$ cat src/rtl/addsub_accum_pkg.sv
// Shared operation codes for the add/sub/accumulate datapath.
package addsub_accum_pkg;

  localparam logic [1:0] OP_ADD     = 2'b00;
  localparam logic [1:0] OP_SUB     = 2'b01;
  localparam logic [1:0] OP_ACC_ADD = 2'b10;
  localparam logic [1:0] OP_ACC_SUB = 2'b11;

endpackage

$ cat src/rtl/addsub_core.sv
// Combinational ripple-carry adder/subtractor; sub inverts b and feeds carry-in.
module addsub_core #(
  parameter int WIDTH = 8
) (
  input  logic [WIDTH-1:0] a,
  input  logic [WIDTH-1:0] b,
  input  logic             sub,
  output logic [WIDTH-1:0] sum,
  output logic             carry,
  output logic             overflow
);

  logic [WIDTH-1:0] bx;
  logic [WIDTH:0]   c;

  assign bx   = b ^ {WIDTH{sub}};
  assign c[0] = sub;

  for (genvar i = 0; i < WIDTH; i++) begin : g_bit
    fulladder u_fa (
      .a    (a[i]),
      .b    (bx[i]),
      .cin  (c[i]),
      .s    (sum[i]),
      .cout (c[i+1])
    );
  end

  assign carry    = c[WIDTH];
  assign overflow = (a[WIDTH-1] == bx[WIDTH-1]) && (sum[WIDTH-1] != a[WIDTH-1]);

endmodule

$ cat src/rtl/fulladder.sv
// One-bit full adder cell used by the ripple-carry core.
module fulladder (
  input  logic a,
  input  logic b,
  input  logic cin,
  output logic s,
  output logic cout
);

  assign s    = a ^ b ^ cin;
  assign cout = (a & b) | (cin & (a ^ b));

endmodule

$ cat src/rtl/addsub_accum.sv
// Registered add/sub/accumulate unit with carry, overflow, sticky overflow
// and a saturating count of accepted operations.
module addsub_accum
  import addsub_accum_pkg::*;
#(
  parameter int WIDTH     = 8,
  parameter int CNT_WIDTH = 4
) (
  input  logic                 Clock,
  input  logic                 Resetn,
  input  logic                 in_valid,
  input  logic [1:0]           op,
  input  logic [WIDTH-1:0]     A_in,
  input  logic [WIDTH-1:0]     B_in,
  input  logic                 clear,
  output logic [WIDTH-1:0]     A,
  output logic [WIDTH-1:0]     B,
  output logic [WIDTH-1:0]     S,
  output logic                 carry,
  output logic                 overflow,
  output logic                 ovf_sticky,
  output logic                 out_valid,
  output logic [CNT_WIDTH-1:0] op_count
);

  logic signed [WIDTH-1:0] opa_p0;
  logic signed [WIDTH-1:0] opb_p0;
  logic signed [WIDTH-1:0] sum_p0;
  logic                    sub_p0;
  logic                    acc_p0;
  logic                    carry_p0;
  logic                    ovf_p0;

  logic signed [WIDTH-1:0] a_p1;
  logic signed [WIDTH-1:0] b_p1;
  logic signed [WIDTH-1:0] s_p1;
  logic                    carry_p1;
  logic                    ovf_p1;
  logic                    sticky_p1;
  logic                    vld_p1;
  logic [CNT_WIDTH-1:0]    cnt_p1;

  function automatic logic [CNT_WIDTH-1:0] sat_inc(input logic [CNT_WIDTH-1:0] cnt);
    if (cnt == {CNT_WIDTH{1'b1}}) return cnt;
    return cnt + 1'b1;
  endfunction

  // Stage p0: decode and operand selection; accumulate ops feed back the result
  always_comb begin
    acc_p0 = 1'b0;
    sub_p0 = 1'b0;
    unique case (op)
      OP_ADD:     begin end
      OP_SUB:     sub_p0 = 1'b1;
      OP_ACC_ADD: acc_p0 = 1'b1;
      OP_ACC_SUB: begin
        acc_p0 = 1'b1;
        sub_p0 = 1'b1;
      end
    endcase
  end

  assign opa_p0 = acc_p0 ? s_p1 : A_in;
  assign opb_p0 = B_in;

  addsub_core #(.WIDTH(WIDTH)) u_core (
    .a        (opa_p0),
    .b        (opb_p0),
    .sub      (sub_p0),
    .sum      (sum_p0),
    .carry    (carry_p0),
    .overflow (ovf_p0)
  );

  // Stage p1: result registers; clear beats a same-cycle operation
  always_ff @(posedge Clock or negedge Resetn) begin
    if (!Resetn) begin
      a_p1      <= '0;
      b_p1      <= '0;
      s_p1      <= '0;
      carry_p1  <= 1'b0;
      ovf_p1    <= 1'b0;
      sticky_p1 <= 1'b0;
      vld_p1    <= 1'b0;
      cnt_p1    <= '0;
    end else if (clear) begin
      a_p1      <= '0;
      b_p1      <= '0;
      s_p1      <= '0;
      carry_p1  <= 1'b0;
      ovf_p1    <= 1'b0;
      sticky_p1 <= 1'b0;
      vld_p1    <= 1'b0;
      cnt_p1    <= '0;
    end else if (in_valid) begin
      a_p1      <= opa_p0;
      b_p1      <= opb_p0;
      s_p1      <= sum_p0;
      carry_p1  <= carry_p0;
      ovf_p1    <= ovf_p0;
      sticky_p1 <= sticky_p1 | ovf_p0;
      vld_p1    <= 1'b1;
      cnt_p1    <= sat_inc(cnt_p1);
    end else begin
      vld_p1    <= 1'b0;
    end
  end

  assign A          = a_p1;
  assign B          = b_p1;
  assign S          = s_p1;
  assign carry      = carry_p1;
  assign overflow   = ovf_p1;
  assign ovf_sticky = sticky_p1;
  assign out_valid  = vld_p1;
  assign op_count   = cnt_p1;

endmodule
$ cat config.mk
export PLATFORM = sky130hd
export DESIGN_NAME = addsub_accum
export DESIGN_NICKNAME = d
export VERILOG_FILES = /design/src/rtl/addsub_accum_pkg.sv /design/src/rtl/addsub_core.sv /design/src/rtl/fulladder.sv /design/src/rtl/addsub_accum.sv
export SDC_FILE = /design/constraint.sdc
export NUM_CORES = 1
export LEC_CHECK = 0
export ABC_AREA = 1
export CAP_MARGIN = 20
export CORE_MARGIN = 4
export CORE_UTILIZATION = 47
export DETAILED_ROUTE_END_ITERATION = 8
export HOLD_SLACK_MARGIN = 0.08
export PLACE_DENSITY = 0.8
export SLEW_MARGIN = 5
export SYNTH_ARGS = -nofsm -noshare
export SYNTH_HDL_FRONTEND = slang
export SYNTH_HIERARCHICAL = 1
export SYNTH_SLANG_ARGS = --single-unit
$ cat constraint.sdc
create_clock -name Clock -period 4.91 [get_ports Clock]
set_clock_uncertainty 0.2 [all_clocks]
set_input_delay 0.491 -clock Clock [delete_from_list [all_inputs] [get_ports Clock]]
set_output_delay 0.491 -clock Clock [all_outputs]
set_load 0.005 [all_outputs]
==> results of run 1 <==
-- cells by family after synthesis --
logic type | after synthesis | synth area share [%]
adders and majority gates | 9 | 9.537
xor gates and xnor gates | 7 | 3.386
buffers and inverters | 30 | 9.674
and+or+nand+nor | 99 | 25.71
AOI/OAI and AO/OA | 21 | 7.464
DFF | 32 | 44.23
-- flip-flops by register name, summed over array words and instances (netlist names) --
name / count
ovf_sticky: 1
carry: 1
A: 8
S: 8
overflow: 1
B: 8
op_count: 4
out_valid: 1
-- metrics by stage --
stage	instances	setup slack (ns)	utilization [%]	hold slack (ns)	power, µW
finish	301	0.05278	65.67	0.3079	713.9
global route	301	0.01747	65.67	0.3322	750.2
CTS	301	0.04393	65.60	0.3094	718.7
detailed placement	293	-0.3667	63.20	0.2905	508.3
global placement	293	-0.2118	63.20	0.2900	504.2
floorplan	198	0.1381	-	-0.004591	414.7
-- placed cells by master, fill, tap and decap left out --
cell type	instances
nand4_1	1
buf_4	4
clkbuf_8	6
nand3_1	24
xor2_1	7
nand2_4	2
nor2_1	8
inv_1	16
fa_1	7
ha_1	1
a21oi_2	8
nor2_4	4
nand2_1	55
clkdlybuf4s50_1	52
o21ai_1	13
clkbuf_1	2
fa_2	1
dfrtp_1	32
dlygate4sd2_1	1
nand3_2	1
nand2_2	4
inv_2	4
-- power by group through the flow --
stage / combinational [µW] / clock (µW) / sequential (µW)
2_1_floorplan: 106 / 0 / 308
3_3_place_gp: 197 / 0 / 307
3_5_place_dp: 201 / 0 / 307
4_1_cts: 203 / 213 / 303
5_1_grt: 221 / 224 / 305
6_report: 201 / 210 / 303
-- worst max-delay path by stage --
stage          startpoint    endpoint  slack, ns
2_1_floorplan       op[0]    overflow       0.14
3_3_place_gp        op[1]    overflow      -0.21
3_5_place_dp        op[1]    overflow      -0.37
4_1_cts             op[0]  ovf_sticky       0.04
5_1_grt           A_in[0]  ovf_sticky       0.02
6_report            op[0]  ovf_sticky       0.05
-- critical path, stage by stage --
cell and delay, ns:
clkdlybuf4s50_1 0.45, xor2_1 0.19, fa_1 0.42, fa_1 0.39, fa_1 0.39, fa_1 0.39
fa_1 0.39, fa_1 0.40, fa_2 0.36, fa_1 0.55, inv_1 0.08, nor2_4 0.08
nand3_2 0.06, nand2_1 0.06, inv_1 0.05, o21ai_1 0.12
-- final cells by class --
class	count	share of cell area, %
Tap cell	48	2.479
Sequential cell	32	33.06
Inverter	20	3.099
Clock buffer	8	3.719
Timing Repair Buffer	57	23.09
Multi-Input combinational cell	136	34.56
-- what timing repair did --
| item | in CTS | in global routing |
|---|---|---|
| gates cloned | 0 | 0 |
| resized for setup | 1 | 1 |
| setup endpoints to repair | 2 | 2 |
| pin swaps | 0 | 1 |
-- layer usage --
layer / share of wire [%] / global-route usage [%] / up-vias / routed length, µm
li1: - / - / 726 / -
met1: 42 / 22.59 / 706 / 1784
met2: 51 / 30.64 / 43 / 2187
met3: 5.1 / 5.036 / 8 / 219
met4: 2.2 / 9.149 / 0 / 96
met5: 0 / 0 / - / 0
==> run_results.csv, run 1 <==
group,metric,value,unit
timing,post-route-period-util,98.92,%
die,core,0.003689,mm²
pwr,netSwitchingFraction,29.44,%
timing,hold_violations,0,
finish,fillCellCount,314,
placed_design,dp_hpwl,3133,µm
setup_path,crit_path_max_fanout,3,
clocking,clock_latency,0.29,ns
setup_path,path_class,"input port to register",
clocking,cts_max_path_buffers,2,
detailed_routing,wl_per_cell,14.24,µm
die,start_util,49.08,%
setup_path,r2r_start,"S[0]",
timing,worstMarginPinSlew,0.6358,ns
synthesis,synth-edff-count,0,
synthesis,synth_fp_nets,229,
pwr,leakagePower,0.001126,µW
detailed_routing,drc,0,
synthesis,yosysWarnings,6,
job,cap_violations,0,
detailed_routing,drt-total-wl,4287,µm
clocking,htree_num_levels,2,
finish,stdcell_area,0.002422,mm²
synthesis,yosys.cell_types.count,21,
placed_design,numPortBuffers,53,
pwr,irDropWorstVdd,180.5,µV
die,die_area,0.004909,mm²
clocking,postCtsSetupBuffers,0,
detailed_routing,drt_iter0_drc,131,
finish,antennaDiodeCount,0,
synthesis,synth-seq-cells,32,
setup_path,required,4.93,ns
pwr,clkPwrFrac,29.4,%
die,num_rows,22,
timing,fmax,205.9,MHz
finish,syn2layout_area_growth,33.79,%
finish,drive_above_1_share,13.44,%
die,die_h,70.07,µm
timing,finalCriticalPeriod,4.857,ns
finish,nNetsFinal,283,
clocking,cts-hold-fix-buffers,0,
outcome,outcome,"finished, final reports clean",
grt,grt_max_degree,33,
grt,grt_pass1_vias,1528,
synthesis,yosys.area.top_type_share,44.23,%
finish,multiInputGateArea,837.1,µm²
synthesis,yosysMostFrequentCell,"nand2_1",
grt,grt_pass1_wl,7148,µm
grt,globalRouteOverflowTotal,0,
timing,finalSetupViolCount,0,
pwr,powerDensity,294.7,mW/mm²
detailed_routing,first_pass_iters,4,
clocking,cts.sink_count,32,
clocking,cts_tree,"built",
min_path,holdPathStages,2,
synthesis,async_reset_ff_share,100.0,%
pwr,intPower,503.7,µW
clocking,cts_root_buf,"clkbuf_8",
detailed_routing,vias,1483,
placed_design,placed_cell_area,0.002331,mm²
die,pin_count,54,
synthesis,yosys_most_used_dff,"dfrtp_1",
setup_path,r2r-end,"ovf_sticky",
pwr,combPwrFrac,28.2,%
timing,slew_violations,0,
timing,rsz0062_at_grt,"no",
synthesis,syn-cell-area,0.001810,mm²
grt,grt_use_total,18.68,%
die,die_width,70.07,µm
timing,relSlewSlack,57.51,%
synthesis,synth_commonest_cells,"55 x nand2_1, 32 x dfrtp_1, 24 x nand3_1",
synthesis,postSynthCellCount,198,
grt,antenna_found_initial,0,
clocking,cts_inserted_buffers,5,
setup_path,setup.worst_path.end_class,"register",
synthesis,yosysSeqAreaShare,44.23,%
synthesis,yosys-top-cells-area,"dfrtp_1 44%, nand2_1 11%, fa_1 8.8%",
detailed_routing,avgViaCountPerCell,4.927,
finish,regArea,800.8,µm²
min_path,min_to,"ovf_sticky",
pwr,switchingPower,210.2,µW
clocking,clkTransAtPathRegs,0.06,ns
placed_design,gp_congestion,0.8420,
min_path,min-delay-start,"ovf_sticky",
synthesis,synth_area_leader_cell,"dfrtp_1",
setup_path,arrival,4.87,ns
setup_path,r2r_slack,0.30,ns
pwr,seq_power_share,42.4,%
timing,fin_setup_tns,0,ns
synthesis,avgSynthCellArea,9.144,µm²
setup_path,r2r.worst_path.cells,16,
min_path,min_path_type,"register to register",
detailed_routing,postRouteAntennaNets,0,
setup_path,crit_path_start_kind,"input port",
Note: power is estimated with default switching activity, not from simulation.
==> inputs of run 2 (changes only) <==
Settings changed: HOLD_SLACK_MARGIN 0.08 to 0.03, PLACE_DENSITY 0.8 to unset, PLACE_DENSITY_LB_ADDON set to 0.08.
==> run_results.csv, run 2 (same netlist as run 1, synthesis figures left out) <==
group,metric,value,unit
outcome,outcome,"finished, final reports clean",
setup_path,crit_path_max_fanout,3,
job,cap_violations,0,
pwr,leakagePower,0.001152,µW
finish,most-common-layout-cells,"55 x nand2_1, 52 x clkdlybuf4s50_1, 32 x dfrtp_1",
grt,grt_use_total,18.16,%
die,start_util,49.08,%
placed_design,gp_congestion,0.7704,
timing,rsz0062_at_grt,"no",
detailed_routing,drt_iter0_drc,38,
timing,finalSetupViolCount,0,
timing,post-route-period-util,97.08,%
finish,final_common_cell,"nand2_1",
die,die_h,70.07,µm
timing,finalCriticalPeriod,4.767,ns
pwr,netSwitchingFraction,27.22,%
finish,syn2layout_area_growth,37.04,%
placed_design,dp_hpwl,2920,µm
clocking,htree_num_levels,2,
clocking,cts_tree,"built",
grt,globalRouteOverflowTotal,0,
die,core,0.003689,mm²
die,die_width,70.07,µm
min_path,min_path_type,"register to register",
pwr,irDropWorstVdd,185.5,µV
clocking,cts.sink_count,32,
grt,grt_pass1_wl,7155,µm
detailed_routing,wl_per_cell,13.66,µm
finish,fillCellCount,314,
clocking,postCtsSetupBuffers,0,
pwr,combPwrFrac,25.8,%
detailed_routing,avgViaCountPerCell,4.825,
placed_design,numPortBuffers,53,
clocking,cts_root_buf,"clkbuf_8",
timing,slew_violations,0,
clocking,clkTransAtPathRegs,0.06,ns
detailed_routing,drc,0,
pwr,switchingPower,213.2,µW
grt,antenna_found_initial,0,
grt,grt_max_degree,33,
detailed_routing,vias,1462,
timing,fmax,209.8,MHz
finish,regArea,800.8,µm²
clocking,cts-hold-fix-buffers,0,
setup_path,path_class,"input port to register",
pwr,powerDensity,315.6,mW/mm²
die,die_area,0.004909,mm²
die,pin_count,54,
setup_path,required,4.92,ns
timing,hold_violations,0,
setup_path,arrival,4.78,ns
timing,worstMarginPinSlew,0.6587,ns
timing,fin_setup_tns,0,ns
setup_path,setup.worst_path.end_class,"register",
setup_path,crit_path_start_kind,"input port",
pwr,intPower,569.9,µW
clocking,cts_max_path_buffers,2,
finish,nNetsFinal,285,
finish,drive_above_1_share,16.08,%
finish,antennaDiodeCount,0,
pwr,seq_power_share,38.7,%
die,num_rows,22,
clocking,cts_inserted_buffers,5,
pwr,total_power,783.1,µW
detailed_routing,first_pass_iters,4,
pwr,clkPwrFrac,35.5,%
timing,relSlewSlack,55.98,%
clocking,clock_latency,0.29,ns
detailed_routing,drt-total-wl,4138,µm
grt,grt_pass1_vias,1496,
finish,multiInputGateArea,844.6,µm²
detailed_routing,postRouteAntennaNets,0,
run 2: metal layers:
metal / GRT usage [%] / vias to the layer above / wire length, µm
li1: - / 730 / -
met2: 28.33 / 42 / 1885
met1: 24.29 / 684 / 1968
met4: 5.106 / 0 / 46
met5: 0 / - / 0
met3: 5.755 / 6 / 237
run 2: critical path: stages:
cell and delay [ns]:
clkdlybuf4s50_1 0.44, xor2_1 0.19, fa_1 0.41, fa_2 0.37, fa_2 0.35, fa_2 0.34, fa_1 0.40, fa_1 0.39
fa_1 0.38, fa_1 0.52, inv_1 0.08, nor2_4 0.08, nand3_2 0.05, nand2_1 0.08, inv_1 0.06, o21ai_1 0.13
run 2: worst paths after layout:
check / start / end / slack [ns] / cells past startpoint
worst max-delay path: op[0] / overflow / 0.14 / 16
worst min-delay path: A[2] / A[2] / 0.31 / 2
worst max register to register: S[0] / overflow / 0.41 / 16
worst min register to register: A[2] / A[2] / 0.31 / 2
max in group asynchronous: Resetn / B[4] / 3.79 / 2
min in group asynchronous: Resetn / op_count[3] / 0.41 / 2
run 2: what timing repair did:
action	4_1_cts	5_1_grt
resized for setup	1	4
endpoints found under the setup margin	2	2
pin swaps	1	0
run 2: per-stage QoR:
step           setup WS (ns)  cell area (µm²)  util (%)  hold slack, ns  std cells
6_report              0.1434             2481     67.27          0.3075        303
3_3_place_gp         -0.2258             2346     63.60          0.2921        295
4_1_cts             0.006055             2471     66.99          0.3129        303
3_5_place_dp         -0.3196             2346     63.60          0.2963        295
2_1_floorplan         0.1381             1810         -       -0.004591        198
5_1_grt              0.03776             2481     67.27          0.3386        303
run 2: power by group through the flow:
stage / clock [µW] / combinational (µW) / sequential (µW)
5_1_grt: 294 / 226 / 306
6_report: 278 / 202 / 303
2_1_floorplan: 0 / 106 / 308
3_3_place_gp: 0 / 198 / 308
3_5_place_dp: 0 / 199 / 308
4_1_cts: 283 / 203 / 303
run 2: cell type report:
class / count / area share, %
repair buffers: 59 / 23.15
clock buffers: 7 / 3.883
inverters: 20 / 3.026
flip-flops and latches: 32 / 32.27
multi-input cells: 136 / 34.04
well taps: 48 / 2.421
clock inverters: 1 / 1.210
